File: config.mk
export PLATFORM = sky130hd
export DESIGN_NAME = spi_master_core
export DESIGN_NICKNAME = d
export VERILOG_FILES = /design/src/rtl/spi_master_core.sv
export SDC_FILE = /design/constraint.sdc
export NUM_CORES = 1
export LEC_CHECK = 0
export ABC_AREA = 1
export CORE_MARGIN = 5
export CORE_UTILIZATION = 60
export CTS_CLUSTER_DIAMETER = 60
export CTS_CLUSTER_SIZE = 20
export DETAILED_ROUTE_END_ITERATION = 8
export DONT_BUFFER_PORTS = 1
export PLACE_DENSITY = 0.78
export RECOVER_POWER = 50
export SYNTH_ARGS = -nofsm -noshare
export SYNTH_HDL_FRONTEND = slang
export SYNTH_SLANG_ARGS = --single-unit
export TNS_END_PERCENT = 30
File: constraint.sdc
create_clock -name CLK -period 6 [get_ports CLK]
set_clock_uncertainty 0.15 [all_clocks]
set_input_delay 0.9 -clock CLK [delete_from_list [all_inputs] [get_ports CLK]]
set_output_delay 0.9 -clock CLK [all_outputs]
set_load 0.01 [all_outputs]
File: src/rtl/spi_master_core.sv
// Single-transaction SPI master: latches per-frame config on start, runs CS setup, 2N SCK
// half-periods, CS hold and inter-frame gap, then publishes the received word.
module spi_master_core (
  input  logic        CLK,
  input  logic        RST,
  input  logic        start_in,
  input  logic [1:0]  spi_mode_in,
  input  logic [1:0]  sck_speed_in,
  input  logic [1:0]  word_len_in,
  input  logic [7:0]  IFG_in,
  input  logic [7:0]  CS_SCK_in,
  input  logic [7:0]  SCK_CS_in,
  input  logic [31:0] mosi_data_in,
  input  logic        MISO_in,
  output logic        SCK_out,
  output logic        CS_out,
  output logic        MOSI_out,
  output logic        busy_out,
  output logic [31:0] miso_data_out
);

  typedef enum logic [2:0] {
    StIdle,
    StCsSetup,
    StTransfer,
    StCsHold,
    StGap
  } state_e;

  state_e      state_q, state_d;
  logic        cpol_q, cpol_d;
  logic        cpha_q, cpha_d;
  logic [1:0]  speed_q, speed_d;
  logic [1:0]  len_q, len_d;
  logic [7:0]  ifg_q, ifg_d;
  logic [7:0]  setup_q, setup_d;
  logic [7:0]  hold_q, hold_d;
  logic [7:0]  cnt_q, cnt_d;
  logic [6:0]  edge_cnt_q, edge_cnt_d;
  logic [31:0] tx_q, tx_d;
  logic [31:0] rx_q, rx_d;
  logic [31:0] rdata_q, rdata_d;
  logic        sck_q, sck_d;
  logic        cs_q, cs_d;
  logic        mosi_q, mosi_d;
  logic        busy_q, busy_d;

  logic [7:0]  setup_last, hold_last, ifg_last;
  logic [3:0]  half_last;
  logic [6:0]  edges_total, next_edge;
  logic [31:0] tx_aligned;
  logic        do_edge, sample_now, shift_now;

  // Zero setup/hold lengths still take one cycle.
  assign setup_last = (setup_q == 8'd0) ? 8'd0 : setup_q - 8'd1;
  assign hold_last  = (hold_q == 8'd0) ? 8'd0 : hold_q - 8'd1;
  assign ifg_last   = ifg_q - 8'd1;

  always_comb begin
    half_last = 4'd1;
    unique case (speed_q)
      2'd0: half_last = 4'd1;
      2'd1: half_last = 4'd3;
      2'd2: half_last = 4'd7;
      2'd3: half_last = 4'd15;
      default: half_last = 4'd1;
    endcase
  end

  // 2N edges = 16 * (word_len + 1)
  assign edges_total = {({1'b0, len_q} + 3'd1), 4'b0000};
  assign next_edge   = edge_cnt_q + 7'd1;

  // Odd edges sample for CPHA=0, even edges for CPHA=1.
  assign sample_now = next_edge[0] ^ cpha_q;
  assign shift_now  = cpha_q ? next_edge[0] : (!next_edge[0] && (next_edge != edges_total));

  // Transmit word is left-aligned so bit 31 is always the next bit out.
  always_comb begin
    tx_aligned = mosi_data_in;
    unique case (word_len_in)
      2'd0: tx_aligned = {mosi_data_in[7:0], 24'd0};
      2'd1: tx_aligned = {mosi_data_in[15:0], 16'd0};
      2'd2: tx_aligned = {mosi_data_in[23:0], 8'd0};
      2'd3: tx_aligned = mosi_data_in;
      default: tx_aligned = mosi_data_in;
    endcase
  end

  always_comb begin
    state_d    = state_q;
    cpol_d     = cpol_q;
    cpha_d     = cpha_q;
    speed_d    = speed_q;
    len_d      = len_q;
    ifg_d      = ifg_q;
    setup_d    = setup_q;
    hold_d     = hold_q;
    cnt_d      = cnt_q;
    edge_cnt_d = edge_cnt_q;
    tx_d       = tx_q;
    rx_d       = rx_q;
    rdata_d    = rdata_q;
    sck_d      = sck_q;
    cs_d       = cs_q;
    mosi_d     = mosi_q;
    busy_d     = busy_q;
    do_edge    = 1'b0;

    unique case (state_q)
      StIdle: begin
        if (start_in) begin
          state_d    = StCsSetup;
          cpol_d     = spi_mode_in[1];
          cpha_d     = spi_mode_in[0];
          speed_d    = sck_speed_in;
          len_d      = word_len_in;
          ifg_d      = IFG_in;
          setup_d    = CS_SCK_in;
          hold_d     = SCK_CS_in;
          cnt_d      = 8'd0;
          edge_cnt_d = 7'd0;
          rx_d       = 32'd0;
          busy_d     = 1'b1;
          cs_d       = 1'b0;
          sck_d      = spi_mode_in[1];
          if (spi_mode_in[0]) begin
            tx_d   = tx_aligned;
            mosi_d = 1'b0;
          end else begin
            // CPHA=0 presents the MSB together with the CS fall.
            tx_d   = {tx_aligned[30:0], 1'b0};
            mosi_d = tx_aligned[31];
          end
        end
      end
      StCsSetup: begin
        if (cnt_q == setup_last) begin
          state_d = StTransfer;
          cnt_d   = 8'd0;
          do_edge = 1'b1;
        end else begin
          cnt_d = cnt_q + 8'd1;
        end
      end
      StTransfer: begin
        if (cnt_q == {4'd0, half_last}) begin
          cnt_d = 8'd0;
          if (edge_cnt_q == edges_total) begin
            state_d = StCsHold;
          end else begin
            do_edge = 1'b1;
          end
        end else begin
          cnt_d = cnt_q + 8'd1;
        end
      end
      StCsHold: begin
        if (cnt_q == hold_last) begin
          cnt_d   = 8'd0;
          cs_d    = 1'b1;
          mosi_d  = 1'b0;
          rdata_d = rx_q;
          if (ifg_q == 8'd0) begin
            state_d = StIdle;
            busy_d  = 1'b0;
          end else begin
            state_d = StGap;
          end
        end else begin
          cnt_d = cnt_q + 8'd1;
        end
      end
      StGap: begin
        if (cnt_q == ifg_last) begin
          cnt_d   = 8'd0;
          state_d = StIdle;
          busy_d  = 1'b0;
        end else begin
          cnt_d = cnt_q + 8'd1;
        end
      end
      default: state_d = StIdle;
    endcase

    if (do_edge) begin
      sck_d      = ~sck_q;
      edge_cnt_d = next_edge;
      if (sample_now) begin
        rx_d = {rx_q[30:0], MISO_in};
      end
      if (shift_now) begin
        mosi_d = tx_q[31];
        tx_d   = {tx_q[30:0], 1'b0};
      end
    end
  end

  always_ff @(posedge CLK) begin
    if (!RST) begin
      state_q    <= StIdle;
      cpol_q     <= 1'b0;
      cpha_q     <= 1'b0;
      speed_q    <= 2'd0;
      len_q      <= 2'd0;
      ifg_q      <= 8'd0;
      setup_q    <= 8'd0;
      hold_q     <= 8'd0;
      cnt_q      <= 8'd0;
      edge_cnt_q <= 7'd0;
      tx_q       <= 32'd0;
      rx_q       <= 32'd0;
      rdata_q    <= 32'd0;
      sck_q      <= 1'b0;
      cs_q       <= 1'b1;
      mosi_q     <= 1'b0;
      busy_q     <= 1'b0;
    end else begin
      state_q    <= state_d;
      cpol_q     <= cpol_d;
      cpha_q     <= cpha_d;
      speed_q    <= speed_d;
      len_q      <= len_d;
      ifg_q      <= ifg_d;
      setup_q    <= setup_d;
      hold_q     <= hold_d;
      cnt_q      <= cnt_d;
      edge_cnt_q <= edge_cnt_d;
      tx_q       <= tx_d;
      rx_q       <= rx_d;
      rdata_q    <= rdata_d;
      sck_q      <= sck_d;
      cs_q       <= cs_d;
      mosi_q     <= mosi_d;
      busy_q     <= busy_d;
    end
  end

  assign SCK_out       = sck_q;
  assign CS_out        = cs_q;
  assign MOSI_out      = mosi_q;
  assign busy_out      = busy_q;
  assign miso_data_out = rdata_q;

endmodule
==> results of run 1 <==
==> worst register-to-register path, delay by kind of cell, from the launching register on <==
family          cells  cell delay [ns]
flops               1             0.34
simple gates        6             1.16
buf+inv             3             1.97
compound gates      3             0.53
==> metrics by stage <==
stage          power (mW)  cells  util, %  instance area, um2  hold WS (ns)
2_1_floorplan       2.273   1350        -                8640        0.3040
3_3_place_gp        2.492   1466    61.40                8589        0.3199
3_5_place_dp        2.511   1466    61.40                8589        0.3176
4_1_cts             3.624   1498    65.84                9210        0.3327
5_1_grt             3.857   1498    65.69                9189        0.3547
6_report            3.611   1498    65.69                9189        0.3323
==> final cells by class <==
cell class | count | area (um2) | share of cell area [%]
clock inverters | 11 | 150.1 | 1.634
well taps | 180 | 225.2 | 2.451
flip-flops and latches | 147 | 2943 | 32.03
multi-input cells | 972 | 4758 | 51.78
clock buffers | 21 | 470.5 | 5.120
inverters | 162 | 608.1 | 6.618
repair buffers | 5 | 33.78 | 0.3676
==> synthesized netlist by cell type, drive strengths merged <==
master and instances:
a22oi 10, a22o 2, a211oi 1, or2 3
a221oi 10, and3 2, o211ai 5, xnor2 5
o21ai 126, buf 28, clkinv 1, dfxtp 147
nor3 15, a21boi 1, xor2 20, a21oi 122
o21a 2, a32oi 1, nor2 169, o2111ai 3
ha 8, o22ai 10, clkbuf 41, o221ai 9
nand4 15, inv 161, mux2 1, nand3 89
nand2 341, nor4 2
==> sequential cells by signal, indices dropped and copies added (netlist names), 7 cells and up <==
signal and count:
setup_q 8, tx_q 32, ifg_q 8, cnt_q 8
edge_cnt_q 7, rx_q 32, hold_q 8, miso_data_out 32
==> final timing paths <==
path / to / startpoint / slack [ns]
max: tx_q[25]$_SDFF_PN0_ / state_q[1]$_SDFFE_PN0P_ / 1.77
min: tx_q[4]$_SDFF_PN0_ / tx_q[3]$_SDFF_PN0_ / 0.33
max reg2reg: tx_q[25]$_SDFF_PN0_ / state_q[1]$_SDFFE_PN0P_ / 1.77
min reg2reg: tx_q[4]$_SDFF_PN0_ / tx_q[3]$_SDFF_PN0_ / 0.33
==> cells by family (layout without fill, tap and decap cells) <==
kind of cell | after synthesis | in the layout | synth area share (%)
AO/OA/AOI/OAI | 302 | 302 | 19.32
flip-flops | 147 | 147 | 34.06
multiplexers | 1 | 1 | 0.1303
AND/OR/NAND/NOR | 636 | 636 | 31.86
XOR/XNOR | 25 | 25 | 2.534
adder cells (fa/ha/maj) | 8 | 8 | 1.159
buffers and inverters | 231 | 199 | 10.93
==> layer usage <==
layer  routed length (um)  GRT usage, %  vias up
met1                 8991         31.25     3769
met2                10110         43.86      306
met5                    0             0        -
met4                  460         8.619        0
li1                     -             -     4312
met3                 1680         6.345       55
==> power by group through the flow <==
stage / logic, mW / clock network, mW / registers [mW]
floorplan: 1.09 / 0 / 1.18
global placement: 1.28 / 0 / 1.21
detailed placement: 1.30 / 0 / 1.21
CTS: 1.30 / 1.12 / 1.19
global route: 1.48 / 1.17 / 1.21
finish: 1.30 / 1.11 / 1.20
==> impl_metrics.toml, run 1 <==
[power_and_ir_drop]
p_leak_nw = 3.825
comb_power_share_pct = 36.0
peakVddDrop_v = 0.0002497
powerDensity_mw_per_mm2 = 393.0
seqPwrFrac_pct = 33.1
intPower_mw = 2.199
swShare_pct = 39.11
clkPwrFrac_pct = 30.9
p_sw_mw = 1.412

[final_layout]
final_cell_mix = "332 x nand2_1, 155 x nor2_1, 151 x inv_1"
drive_above_1_share_pct = 6.146
fin_nets = 1379
final_common_cell = "nand2_1"
antennaDiodeCount = 0
syn2layout_area_growth_pct = 6.358
n_fill_cell = 1283

[clocking]
clock_path_buffers = 2
clk_pin_slew_worst_paths_ns = 0.06
cts_buffers = 17
clkLatencyLatePin_ns = 0.43
htreeDepth = 4
clock-sinks = 147
postCtsHoldBufs = 0
cts_setup_buffers = 0
cts_tree = "done"
cts_resized = 0
root_buffer = "clkbuf_16"

[placement]
place_ws_ns = 2.785
port_buffers = 0
gp_congestion = 0.9468
dpl.hpwl_mm = 14.19

[global_route]
grt_max_degree = 95
overflow = 0
antenna_found_initial = 0
grt_pass1_wl_mm = 35.62
grt_util_all_layers_pct = 25.50
grt_pass1_vias = 7729

[setup_path]
path_common_cell = "nand2_1"
start_kind = "flip-flop"
cp.depth = 12
cp.arrival_ns = 4.43
endpoint_kind = "flip-flop"
reg2regPathDepth = 12
path_class = "reg -> reg"
cp_slowest_cell = "clkbuf_1"
crit_chain = "nor2_1 -> nand2_1 -> nor2_4 -> clkbuf_1 -> inv_1 -> nor2_4 -> inv_1 -> o211ai_1 -> nand2_1 -> o21ai_0 -> nand2_1 -> a21oi_1"
crit_path_max_incr_delay_ns = 1.41
required_ns = 6.19
cp_num_buf_inv = 3
cp_max_fo = 44
cp_top_family = "buffers and inverters"

[yosys]
ys_warn_count = 0
ys_types = 44
synthTopCellsByArea = "dfxtp_1 34%, nand2_1 14%, a21oi_1 7.1%"
synth_nets = 1424
yosysSeqAreaShare_pct = 34.06
syn_avg_cell_area_um2 = 6.400
ys_ff_latch = 147
synth_top_cell_by_area = "dfxtp_1"
synth_top_area_share_pct = 34.06
syn_area_mm2 = 0.008640
syn_inst = 1350

[floorplan]
start_util_pct = 61.76
rows = 43
die_h_um = 130.0
dieArea_mm2 = 0.01690
io_pins = 102
fp.coreArea_mm2 = 0.01399
die_w_um = 130.0

[timing]
drv_slew = 45
fin_setup_tns_ns = 0
min_period_ns = 4.234
rsz0062_at_grt = "no"
hold_viol_final = 0
slew_headroom_pct = -32.36
max_freq_mhz = 236.2
period_share_pct = 70.57
setup_viol = 0
worst_slack_ns = 1.766
worst_pin_slew_ns = 1.985

[route]
viasPerCell = 5.636
drc = 0
num_vias = 8442
ant_nets = 0
totalWireLength_mm = 21.25
avgRoutedWirePerCell_um = 14.18
drt_iter0_markers = 717
firstDrtPassIters = 5

[run_status]
violations = "capacitance limit, slew limit"
outcome = "complete, but fails checks"

[worst_hold_path]
hold_path.class = "reg -> reg"
holdPathStages = 2

[run]
max-cap-violations = 1
No activity file was read; power rests on OpenSTA's default activity.
==> inputs of run 2 (changes only) <==
==> constraint.sdc (replaced) <==
create_clock -name CLK -period 4 [get_ports CLK]
set_clock_uncertainty 0.15 [all_clocks]
set_input_delay 0.6 -clock CLK [delete_from_list [all_inputs] [get_ports CLK]]
set_output_delay 0.6 -clock CLK [all_outputs]
set_load 0.01 [all_outputs]
==> impl_metrics.toml, run 2 (synthesis results as in run 1) <==
[timing]
fin_setup_tns_ns = 0
slew_headroom_pct = -12.57
rsz0062_at_grt = "no"
period_share_pct = 85.76
hold_viol_final = 0
worst_pin_slew_ns = 1.688
drv_slew = 130
min_period_ns = 3.430
max_freq_mhz = 291.5
setup_viol = 0
whs_ns = 0.1214

[setup_path]
crit_path_max_incr_delay_ns = 0.77
crit_chain = "inv_1 -> ha_1 -> inv_2 -> nor2_2 -> nand4_1 -> nand3_1 -> nand2_1 -> inv_1 -> nand4_1 -> nor2_1 -> nand3_2 -> o21ai_0 -> a21oi_1"
path_class = "reg -> reg"
endpoint_kind = "flip-flop"
cp.arrival_ns = 3.55
cp_top_family = "simple AND/OR/NAND/NOR gates"
cp_max_fo = 65
cp_slowest_cell = "nand3_2"
required_ns = 4.12
cp_num_buf_inv = 3
start_kind = "flip-flop"

[run_status]
violations = "capacitance limit, slew limit"
outcome = "complete, but fails checks"

[power_and_ir_drop]
comb_power_share_pct = 36.1
p_leak_nw = 3.838
clkPwrFrac_pct = 31.0
swShare_pct = 38.55
peakVddDrop_v = 0.0003902
intPower_mw = 3.342
seqPwrFrac_pct = 32.9
powerDensity_mw_per_mm2 = 591.7
p_sw_mw = 2.097

[floorplan]
start_util_pct = 61.76
io_pins = 102
die_w_um = 130.0
rows = 43
die_h_um = 130.0
fp.coreArea_mm2 = 0.01399
dieArea_mm2 = 0.01690

[clocking]
root_buffer = "clkbuf_16"
cts_tree = "done"
cts_buffers = 17
cts_resized = 0
clock-sinks = 147
postCtsHoldBufs = 0
cts_setup_buffers = 0
clk_pin_slew_worst_paths_ns = 0.06
htreeDepth = 4
clock_path_buffers = 2
clkLatencyLatePin_ns = 0.42

[run]
max-cap-violations = 2

[final_layout]
syn2layout_area_growth_pct = 6.387
fin_nets = 1380
drive_above_1_share_pct = 6.146
final_cell_mix = "332 x nand2_1, 155 x nor2_1, 151 x inv_1"
antennaDiodeCount = 0
final_common_cell = "nand2_1"

[global_route]
grt_max_degree = 95
antenna_found_initial = 0
overflow = 0
grt_util_all_layers_pct = 25.42
grt_pass1_wl_mm = 35.65
grt_pass1_vias = 7737

[worst_hold_path]
hold_path.class = "in -> reg"

[route]
viasPerCell = 5.595
firstDrtPassIters = 5
drc = 0
ant_nets = 0
totalWireLength_mm = 21.14
drt_iter0_markers = 563
avgRoutedWirePerCell_um = 14.11
num_vias = 8382

[placement]
gp_congestion = 0.9082
dpl.hpwl_mm = 14.11
port_buffers = 0
run 2: cell count changes in the layout (fill, tap and decap cells not counted), sizes merged:
cell / before / now
clkinvlp: 2 / 0
bufinv: 3 / 4
clkbuf: 22 / 24
clkinv: 6 / 5
run 2: final cells by class:
class                      count  area, um2
inverter                     162      608.1
timing repair buffer           6      38.79
fill                        1276       4797
sequential                   147       2943
clock buffer                  22      464.2
multi-input combinational    972       4760
tap                          180      225.2
clock inverter                 9      152.6
run 2: layer usage:
layer / wire [um] / GRT usage (%) / up-vias / part of all wire [%]
met3: 1331 / 6.222 / 49 / 6.3
met5: 0 / 0 / - / 0
met4: 420 / 8.557 / 0 / 2.0
met2: 10120 / 43.25 / 241 / 48
met1: 9267 / 31.61 / 3785 / 44
li1: - / - / 4307 / -
run 2: worst paths after layout:
path                                                    start                       endpoint  slack, ns  depth (start not counted)
worst max-delay path                   hold_q[0]$_SDFFE_PN0P_  miso_data_out[5]$_SDFFE_PN0P_       0.57                         13
worst min-delay path                                      RST            CS_out$_SDFFE_PN1P_       0.12                          1
worst max register to register         hold_q[0]$_SDFFE_PN0P_  miso_data_out[5]$_SDFFE_PN0P_       0.57                         13
worst min register to register  miso_data_out[8]$_SDFFE_PN0P_  miso_data_out[8]$_SDFFE_PN0P_       0.34                          2
run 2: through the flow:
step | setup WS (ns) | cells | power [mW] | cell area, um2 | utilization (%)
after CTS | 0.6949 | 1498 | 5.460 | 9214 | 65.87
after detailed placement | 0.7303 | 1467 | 3.769 | 8597 | 61.46
after floorplan | 1.829 | 1350 | 3.409 | 8640 | -
after global routing | 0.1313 | 1498 | 5.818 | 9191 | 65.71
after global placement | 0.9058 | 1467 | 3.736 | 8597 | 61.46
final | 0.5697 | 1498 | 5.439 | 9191 | 65.71
run 2: worst register-to-register path, delay by kind of cell, from the launching register on:
kind,cells,cell delay (ns)
AOI/OAI and AO/OA,2,0.63
adders and majority gates,1,0.27
buffers and inverters,3,0.25
DFF,1,0.31
and+or+nand+nor,7,1.68
run 2: power groups by stage:
stage	registers [mW]	clock network (mW)	logic, mW
after floorplan	1.77	0	1.64
after global placement	1.82	0	1.92
after detailed placement	1.82	0	1.95
after CTS	1.79	1.70	1.97
after global routing	1.81	1.77	2.23
final	1.79	1.68	1.96
